**src/rtl/stack_program_loader.sv**
```systemverilog
// Program loader for the 8-bit stack machine: unpacks a byte stream into a 32 x 12-bit store and releases run once the checksum verifies.
// Optional reload from RUN (byte 8'hFF) is enabled by defining LOADER_RELOAD_EN.
module stack_program_loader #(
    parameter int unsigned DEPTH = 32,
    parameter int unsigned OP_W  = 4,
    parameter int unsigned VAL_W = 8
) (
    input  logic        clk,
    input  logic        rstN,
    input  logic [8:1]  in_data,
    input  logic        in_valid,
    output logic        in_ready,
    input  logic [5:1]  fetch_addr,
    output logic [1:12] fetch_inst,
    output logic        run,
    output logic        error,
    output logic [6:1]  loaded_count
);

    localparam int unsigned AW = 5;
    localparam int unsigned IW = OP_W + VAL_W;
    localparam int unsigned CW = 6;

    typedef enum logic [2:0] {
        S_HDR,
        S_OP,
        S_VAL,
        S_CSUM,
        S_RUN,
        S_ERR
    } state_t;

    state_t          state;
    logic [AW-1:0]   index;
    logic [7:0]      sum;
    logic [OP_W-1:0] op_q;
    logic [IW-1:0]   store [DEPTH];
    logic            accept;

`ifdef LOADER_RELOAD_EN
    assign in_ready = (state != S_ERR);
`else
    assign in_ready = (state != S_RUN) && (state != S_ERR);
`endif

    assign accept     = in_valid && in_ready;
    assign fetch_inst = store[fetch_addr];

    // Stream parser: header, N {op, value} pairs, checksum byte.
    always_ff @(posedge clk or negedge rstN) begin
        if (!rstN) begin
            state        <= S_HDR;
            run          <= 1'b0;
            error        <= 1'b0;
            loaded_count <= '0;
            index        <= '0;
            sum          <= '0;
            op_q         <= '0;
            for (int unsigned i = 0; i < DEPTH; i++) begin
                store[AW'(i)] <= '0;
            end
        end else if (accept) begin
            case (state)
                S_HDR: begin
                    if (in_data == 8'd0 || in_data > 8'(DEPTH)) begin
                        state <= S_ERR;
                        error <= 1'b1;
                    end else begin
                        loaded_count <= CW'(in_data);
                        index        <= '0;
                        sum          <= in_data;
                        state        <= S_OP;
                    end
                end
                S_OP: begin
                    if (in_data[8:5] != 4'd0) begin
                        state <= S_ERR;
                        error <= 1'b1;
                    end else begin
                        op_q  <= in_data[4:1];
                        sum   <= 8'(sum + in_data);
                        state <= S_VAL;
                    end
                end
                S_VAL: begin
                    store[index] <= {op_q, in_data};
                    sum          <= 8'(sum + in_data);
                    if (CW'(index) == CW'(loaded_count - CW'(1))) begin
                        state <= S_CSUM;
                    end else begin
                        index <= AW'(index + AW'(1));
                        state <= S_OP;
                    end
                end
                S_CSUM: begin
                    if (8'(sum + in_data) == 8'd0) begin
                        run   <= 1'b1;
                        state <= S_RUN;
                    end else begin
                        error <= 1'b1;
                        state <= S_ERR;
                    end
                end
                S_RUN: begin
`ifdef LOADER_RELOAD_EN
                    // 8'hFF drops the machine back into reset for a fresh load; other bytes are discarded.
                    if (in_data == 8'hFF) begin
                        run   <= 1'b0;
                        error <= 1'b0;
                        state <= S_HDR;
                    end
`endif
                end
                default: begin
                end
            endcase
        end
    end

endmodule

```
**config.mk**
```make
export PLATFORM = sky130hd
export DESIGN_NAME = stack_program_loader
export DESIGN_NICKNAME = d
export VERILOG_FILES = /design/src/rtl/stack_program_loader.sv
export SDC_FILE = /design/constraint.sdc
export NUM_CORES = 1
export LEC_CHECK = 0
export BUFFER_PORTS_ARGS = -buffer_cell sky130_fd_sc_hd__buf_4
export CAP_MARGIN = 30
export CORE_UTILIZATION = 55
export DETAILED_ROUTE_END_ITERATION = 16
export PLACE_DENSITY = 0.71
export SETUP_SLACK_MARGIN = 0.05
export SLEW_MARGIN = 20
export SYNTH_ARGS = -nofsm -noshare
export SYNTH_HDL_FRONTEND = slang
export SYNTH_SLANG_ARGS = --single-unit
```
**constraint.sdc**
```tcl
create_clock -name clk -period 2.8 [get_ports clk]
set_input_delay 0.14 -clock clk [delete_from_list [all_inputs] [get_ports clk]]
set_output_delay 0.14 -clock clk [all_outputs]
set_load 0.02 [all_outputs]
```
Word-level counts from Yosys, hierarchy flattened:

Index checks and enable logic that the tools add are counted.

* multiplexer cells: 21
* reduce and logical (&&, ||, !) cells: 20
* magnitude comparators: 4
* bitwise gates (word level): 4
* $add $sub $neg: 3
* equality and inequality tests: 12

Operators by type and width (count)
* $bwmux W384: 1
* $bmux W12 S5: 1
* $demux W12 S5: 1
* $mux W12: 3
* $pmux W8 S3: 1
* $logic_not A8 Y1: 2
* $mux W8: 2
* $ge A6 B6 Y1 const B: 2
* $ne A2 B2 Y1 const B: 6
* $not A5 Y6: 2
* $pmux W3 S4: 1
* $mux W5: 2
* $pmux W5 S2: 1
* $reduce_and A3 Y1: 3
* $add A8 B8 Y8: 1
* $gt A8 B6 Y1 const B: 1
* $reduce_and A4 Y1: 2
* $reduce_bool A4 Y1: 2
* $eq A3 B2 Y1 const B: 2
* $eq A5 B6 Y1: 1
* $lt A6 B1 Y1 const B: 1
* $mux W3: 2
* $ne A3 B3 Y1 const B: 2
* $reduce_bool A3 Y1: 2
* 13 further kinds: 20

* word-level logic and storage cells: 103
* bits in registers: 412
* output and inout port bits: 21
* input port bits: 16

Logic depth before layout (Yosys ltp):

* depth after elaboration: 6
* gate-level depth with buffers: 8
* gate-level depth less buffers: 8

Worst setup path before layout:

OpenSTA, ideal clock, no wires.

* path kind: register -> register
* from: register loaded_count[1] (netlist name)
* to: register index[0]
* buffers on the path: 0
* arrival time: 2099 ps
* required time: 2721 ps
* slack: 622 ps
* setup time: 79 ps
* period minus slack after synthesis: 2178 ps
* stages on the path, launching flop included: 8
* cells stage by stage: dfrtp_1 > inv_1 > ha_1 > xnor2_1 > a311o_1 > a2111oi_2 > nand2b_1 > mux2i_1

* cells in the longest elaborated chain, start to end: 4

Ends and longest elaborated chain
* start: declaration: RTL line 17 `output logic [6:1] loaded_count`
* start signal: assignment: RTL line 69 `loaded_count <= CW'(in_data);`
* $sub A6 B1 Y6: RTL line 88 `if (CW'(index) == CW'(loaded_count - CW'(1))) begin`
* $eq A5 B6 Y1: RTL line 88
* $ne A2 B2 Y1 (no line)
* $reduce_and A4 Y1 (no line)
* end signal: assignment: RTL line 91 `index <= AW'(index + AW'(1));`
* end: declaration: RTL line 34 `logic [AW-1:0] index;`

Every way passes these cells.
A chain may end at the register's enable or synchronous reset.

Worst setup path in the final report:

* from: register store[66] (netlist name)
* to: output fetch_inst[6] (netlist name)

* cells in the longest elaborated chain, start to end: 3

Ends and longest elaborated chain
* start: declaration: RTL line 37 `logic [IW-1:0] store [DEPTH];`
* start signal: indexed assignment: RTL line 86 `store[index] <= {op_q, in_data};`
* $bmux W12 S5: RTL line 47 `assign fetch_inst = store[fetch_addr];`
* $mux W12 (implied by the code) (2 in series): RTL line 47
* end: declaration: RTL line 14 `output logic [1:12] fetch_inst,`

Every way passes these cells. The select of a mux whose other input is x is not followed.

==> qor.json <==
{
  "worst_setup_path": {
    "cp-end-kind": "output pin",
    "critical_path.max_fanout": 2,
    "worstPathArrival_ns": 2.48,
    "most_frequent_cell_on_the_critical_path": "sky130_fd_sc_hd__mux4_2",
    "start_kind": "flip-flop",
    "required_ns": 2.66,
    "critical_path.slowest_cell": "sky130_fd_sc_hd__mux4_2",
    "setup.worst_path.class": "flip-flop to output pin",
    "slowest_delay_ns": 0.56,
    "critical_path.cell_chain": "mux4_2, mux4_2, mux2_2, buf_4"
  },
  "power_and_ir_drop": {
    "static-leakage-power_nw": 10.83,
    "highest_ir_drop_seen_on_vdd_uv": 357.4,
    "power.density_nw_per_um2": 577.0,
    "report.power.total_w": 0.01266
  },
  "cells_and_area": {
    "finish.net_count": 1315,
    "flow.area_growth_from_synthesis_pct": 13.33,
    "antennaDiodeCount": 0,
    "finish.instance_area_um2": 21940,
    "fraction_of_layout_instances_using_a_drive_strength_above_1": 0.4795
  },
  "detailed_routing": {
    "drt_total_wl_um": 44160,
    "drt_iter0_markers": 746,
    "drtPass1Iterations": 4,
    "ant_nets": 0,
    "routed-via-count": 10982,
    "viasPerCell": 6.194,
    "drc": 0,
    "routed_wire_length_per_instance_um": 24.90
  },
  "sta": {
    "maxSlewHeadroom": 0.4044,
    "timing.setup.tns_ns": 0,
    "setup_violations": 0,
    "period_minus_ws_final_ns": 2.623,
    "final.period_utilization": 0.9368,
    "final_hold_fails": 0,
    "slew_viol_final": 0,
    "timing.fmax_ghz": 0.3812,
    "hold_slack_ns": 0.08659,
    "timing_worst_slew_pin_value_ns": 0.8934,
    "skew_ns": 0.01582,
    "grt_setup_unrepaired": "no"
  },
  "die": {
    "die_height_um": 189.6,
    "io_pins": 37,
    "core.rowCount": 68,
    "initial_utilization": 0.5590,
    "total_die_area_um2": 35950,
    "chipWidth_um": 189.6,
    "placeableCoreArea_um2": 34630
  },
  "logic_synthesis": {
    "synth_area_um2": 19360,
    "count_of_flip_flops_with_a_built_in_enable_after_synthesis": 0,
    "flip_flop_and_latch_count_after_synthesis": 412,
    "synth_ff_type": "sky130_fd_sc_hd__dfrtp_1",
    "synthDistinctLibCells": 56,
    "synthesis.instances": 1242,
    "syn-num-nets": 1271,
    "synth.avg_cell_area_um2": 15.59,
    "register_area_share_after_synthesis": 0.5326,
    "async_sr_flop_fraction": 1.000,
    "warnings_synthesis": 0
  },
  "grt": {
    "grt_overflow": 0,
    "globalRouteTotalUtil": 0.2596,
    "vias_in_the_first_global_route": 11579,
    "antenna_found_initial": 0,
    "pin_count_of_the_biggest_net_entering_global_routing": 106,
    "global_route_wire_length_before_repair_um": 70020
  },
  "status": {
    "status": "finished clean"
  },
  "cts": {
    "deepest_level_of_the_cts_h_tree": 2,
    "clkTransAtPathRegs_ns": 0.06,
    "number_of_buffers_on_the_longest_clock_path": 3,
    "cts_root_buffer": "sky130_fd_sc_hd__clkbuf_16",
    "cts-buffers-inserted": 45,
    "cts_sinks": 412,
    "cts_tree": "done",
    "insertion_delay_ns": 0.55,
    "cts-resized-gates": 0
  },
  "placement": {
    "port_buffers": 36,
    "gpl_congestion": 0.8139,
    "place_area_um2": 20420,
    "detailedPlacementHpwl_um": 28680
  },
  "job": {
    "cap_viol_max_count": 0
  },
  "worst_hold_path": {
    "worstHoldPathType": "input pin to flip-flop"
  }
}
[cells in the final DEF, fill, tap and decap left out, drive strengths merged, types with 2 or more instances in the layout]
cell type	instances
nor3	6
clkinv	6
nand2	51
a211oi	2
a21o	3
o21ai	10
mux2	414
ha	12
nand2b	5
dfrtp	412
nand4	2
nor2b	3
a21boi	2
nand3	3
buf	105
clkbuf	68
mux2i	5
o31ai	2
a21oi	7
inv	14
a2111oi	3
bufinv	3
and3b	2
or3	4
dlygate4sd3	3
o21a	3
and2	4
nor3b	4
or4	2
mux4	120
xnor2	8
or3b	2
nor2	9
[report_power, final]
part           leakage (nW)  internal (W)  switching, W
Combinational          4.37      0.000251      0.000436
Sequential             5.73       0.00599     0.0000424
Clock                 0.735       0.00360       0.00234
Total                  10.8       0.00984       0.00282
[kinds of logic (layout without fill, tap and decap cells)]
logic type | count (synthesis) | in the layout | share of synthesized area
buf+inv | 124 | 200 | 0.02876
mux | 539 | 539 | 0.3830
fa+ha+maj | 13 | 13 | 0.008790
flops | 412 | 412 | 0.5326
xor+xnor | 9 | 9 | 0.004783
compound gates | 43 | 43 | 0.01622
simple gates | 102 | 102 | 0.02585
[registers in the layout, indices dropped and copies added, names as in the netlist]
name	cells
store	384
op_q	4
index	5
sum	8
state	3
error	1
run	1
loaded_count	6
[synth_stat cells (2+ instances only)]
library cell / number / area share
sky130_fd_sc_hd__a2111oi_0: 2 / 0.00091
sky130_fd_sc_hd__a211oi_1: 2 / 0.00078
sky130_fd_sc_hd__a21boi_0: 2 / 0.00078
sky130_fd_sc_hd__a21o_1: 3 / 0.0012
sky130_fd_sc_hd__a21oi_1: 6 / 0.0016
sky130_fd_sc_hd__and2_1: 4 / 0.0013
sky130_fd_sc_hd__and3b_1: 2 / 0.00091
sky130_fd_sc_hd__buf_1: 4 / 0.00078
sky130_fd_sc_hd__buf_2: 43 / 0.011
sky130_fd_sc_hd__buf_6: 5 / 0.0029
sky130_fd_sc_hd__clkbuf_1: 59 / 0.011
sky130_fd_sc_hd__dfrtp_1: 412 / 0.53
sky130_fd_sc_hd__ha_1: 12 / 0.0078
sky130_fd_sc_hd__inv_1: 12 / 0.0023
sky130_fd_sc_hd__mux2_1: 82 / 0.048
sky130_fd_sc_hd__mux2_2: 332 / 0.19
sky130_fd_sc_hd__mux2i_1: 5 / 0.0026
sky130_fd_sc_hd__mux4_2: 120 / 0.14
sky130_fd_sc_hd__nand2_1: 51 / 0.0099
sky130_fd_sc_hd__nand2b_1: 5 / 0.0016
sky130_fd_sc_hd__nand3_1: 3 / 0.00078
sky130_fd_sc_hd__nand4_1: 2 / 0.00065
sky130_fd_sc_hd__nor2_1: 9 / 0.0017
sky130_fd_sc_hd__nor2b_1: 3 / 0.00097
sky130_fd_sc_hd__nor3_1: 6 / 0.0016
sky130_fd_sc_hd__nor3b_1: 4 / 0.0016
sky130_fd_sc_hd__o21a_1: 3 / 0.0012
sky130_fd_sc_hd__o21ai_0: 9 / 0.0023
sky130_fd_sc_hd__o31ai_1: 2 / 0.00078
sky130_fd_sc_hd__or3_1: 4 / 0.0013
sky130_fd_sc_hd__or4_1: 2 / 0.00078
sky130_fd_sc_hd__xnor2_1: 8 / 0.0036
[timing repair]
item | 4_1_cts | 5_1_grt
buffers inserted | 0 | 0
hold buffers | 3 | 0
hold endpoints to repair | 98 | 0
[final cells by class]
type / instances / area (µm²)
Clock buffer: 68 / 1355
Clock inverter: 11 / 136.4
Fill cell: 2506 / 12690
Inverter: 13 / 48.80
Multi-Input combinational cell: 706 / 8492
Timing Repair Buffer: 108 / 1027
Tap cell: 455 / 569.3
Sequential cell: 412 / 10310
[critical path, delay by kind of cell (launching register included)]
family | cells | cell delay (ns)
DFF | 1 | 0.38
muxes | 3 | 1.39
buffers and inverters | 1 | 0.17
[through the flow]
step	instances	setup slack, ns	util
6_report	1773	0.1769	0.6336
5_1_grt	1773	0.1394	0.6336
3_5_place_dp	1691	0.2863	0.5896
3_3_place_gp	1688	0.3441	0.5883
4_1_cts	1773	0.1602	0.6336
2_1_floorplan	1242	0.6217	-
[metal layers]
metal	GRT usage	wire (µm)	part of all wire	up-vias
met1	0.3984	20950	0.47	5960
li1	-	-	-	4724
met4	0.06297	933	0.021	0
met5	0	0	0	-
met2	0.3894	20200	0.46	237
met3	0.04224	2072	0.047	61
[worst paths after layout]
| kind | start | endpoint | slack [ns] | cells after the start |
|---|---|---|---|---|
| setup reg to reg | sum[1] | error | 0.39 | 6 |
| hold reg to reg | store[246] | store[246] | 0.49 | 1 |
| min in group asynchronous | rstN | store[191] | 0.26 | 2 |
| hold / removal | in_data[1] | sum[0] | 0.09 | 5 |
| max in group asynchronous | rstN | store[363] | 1.69 | 3 |
| setup / recovery | store[66] | fetch_inst[6] | 0.18 | 4 |
Power figures use the tool's default switching activity.
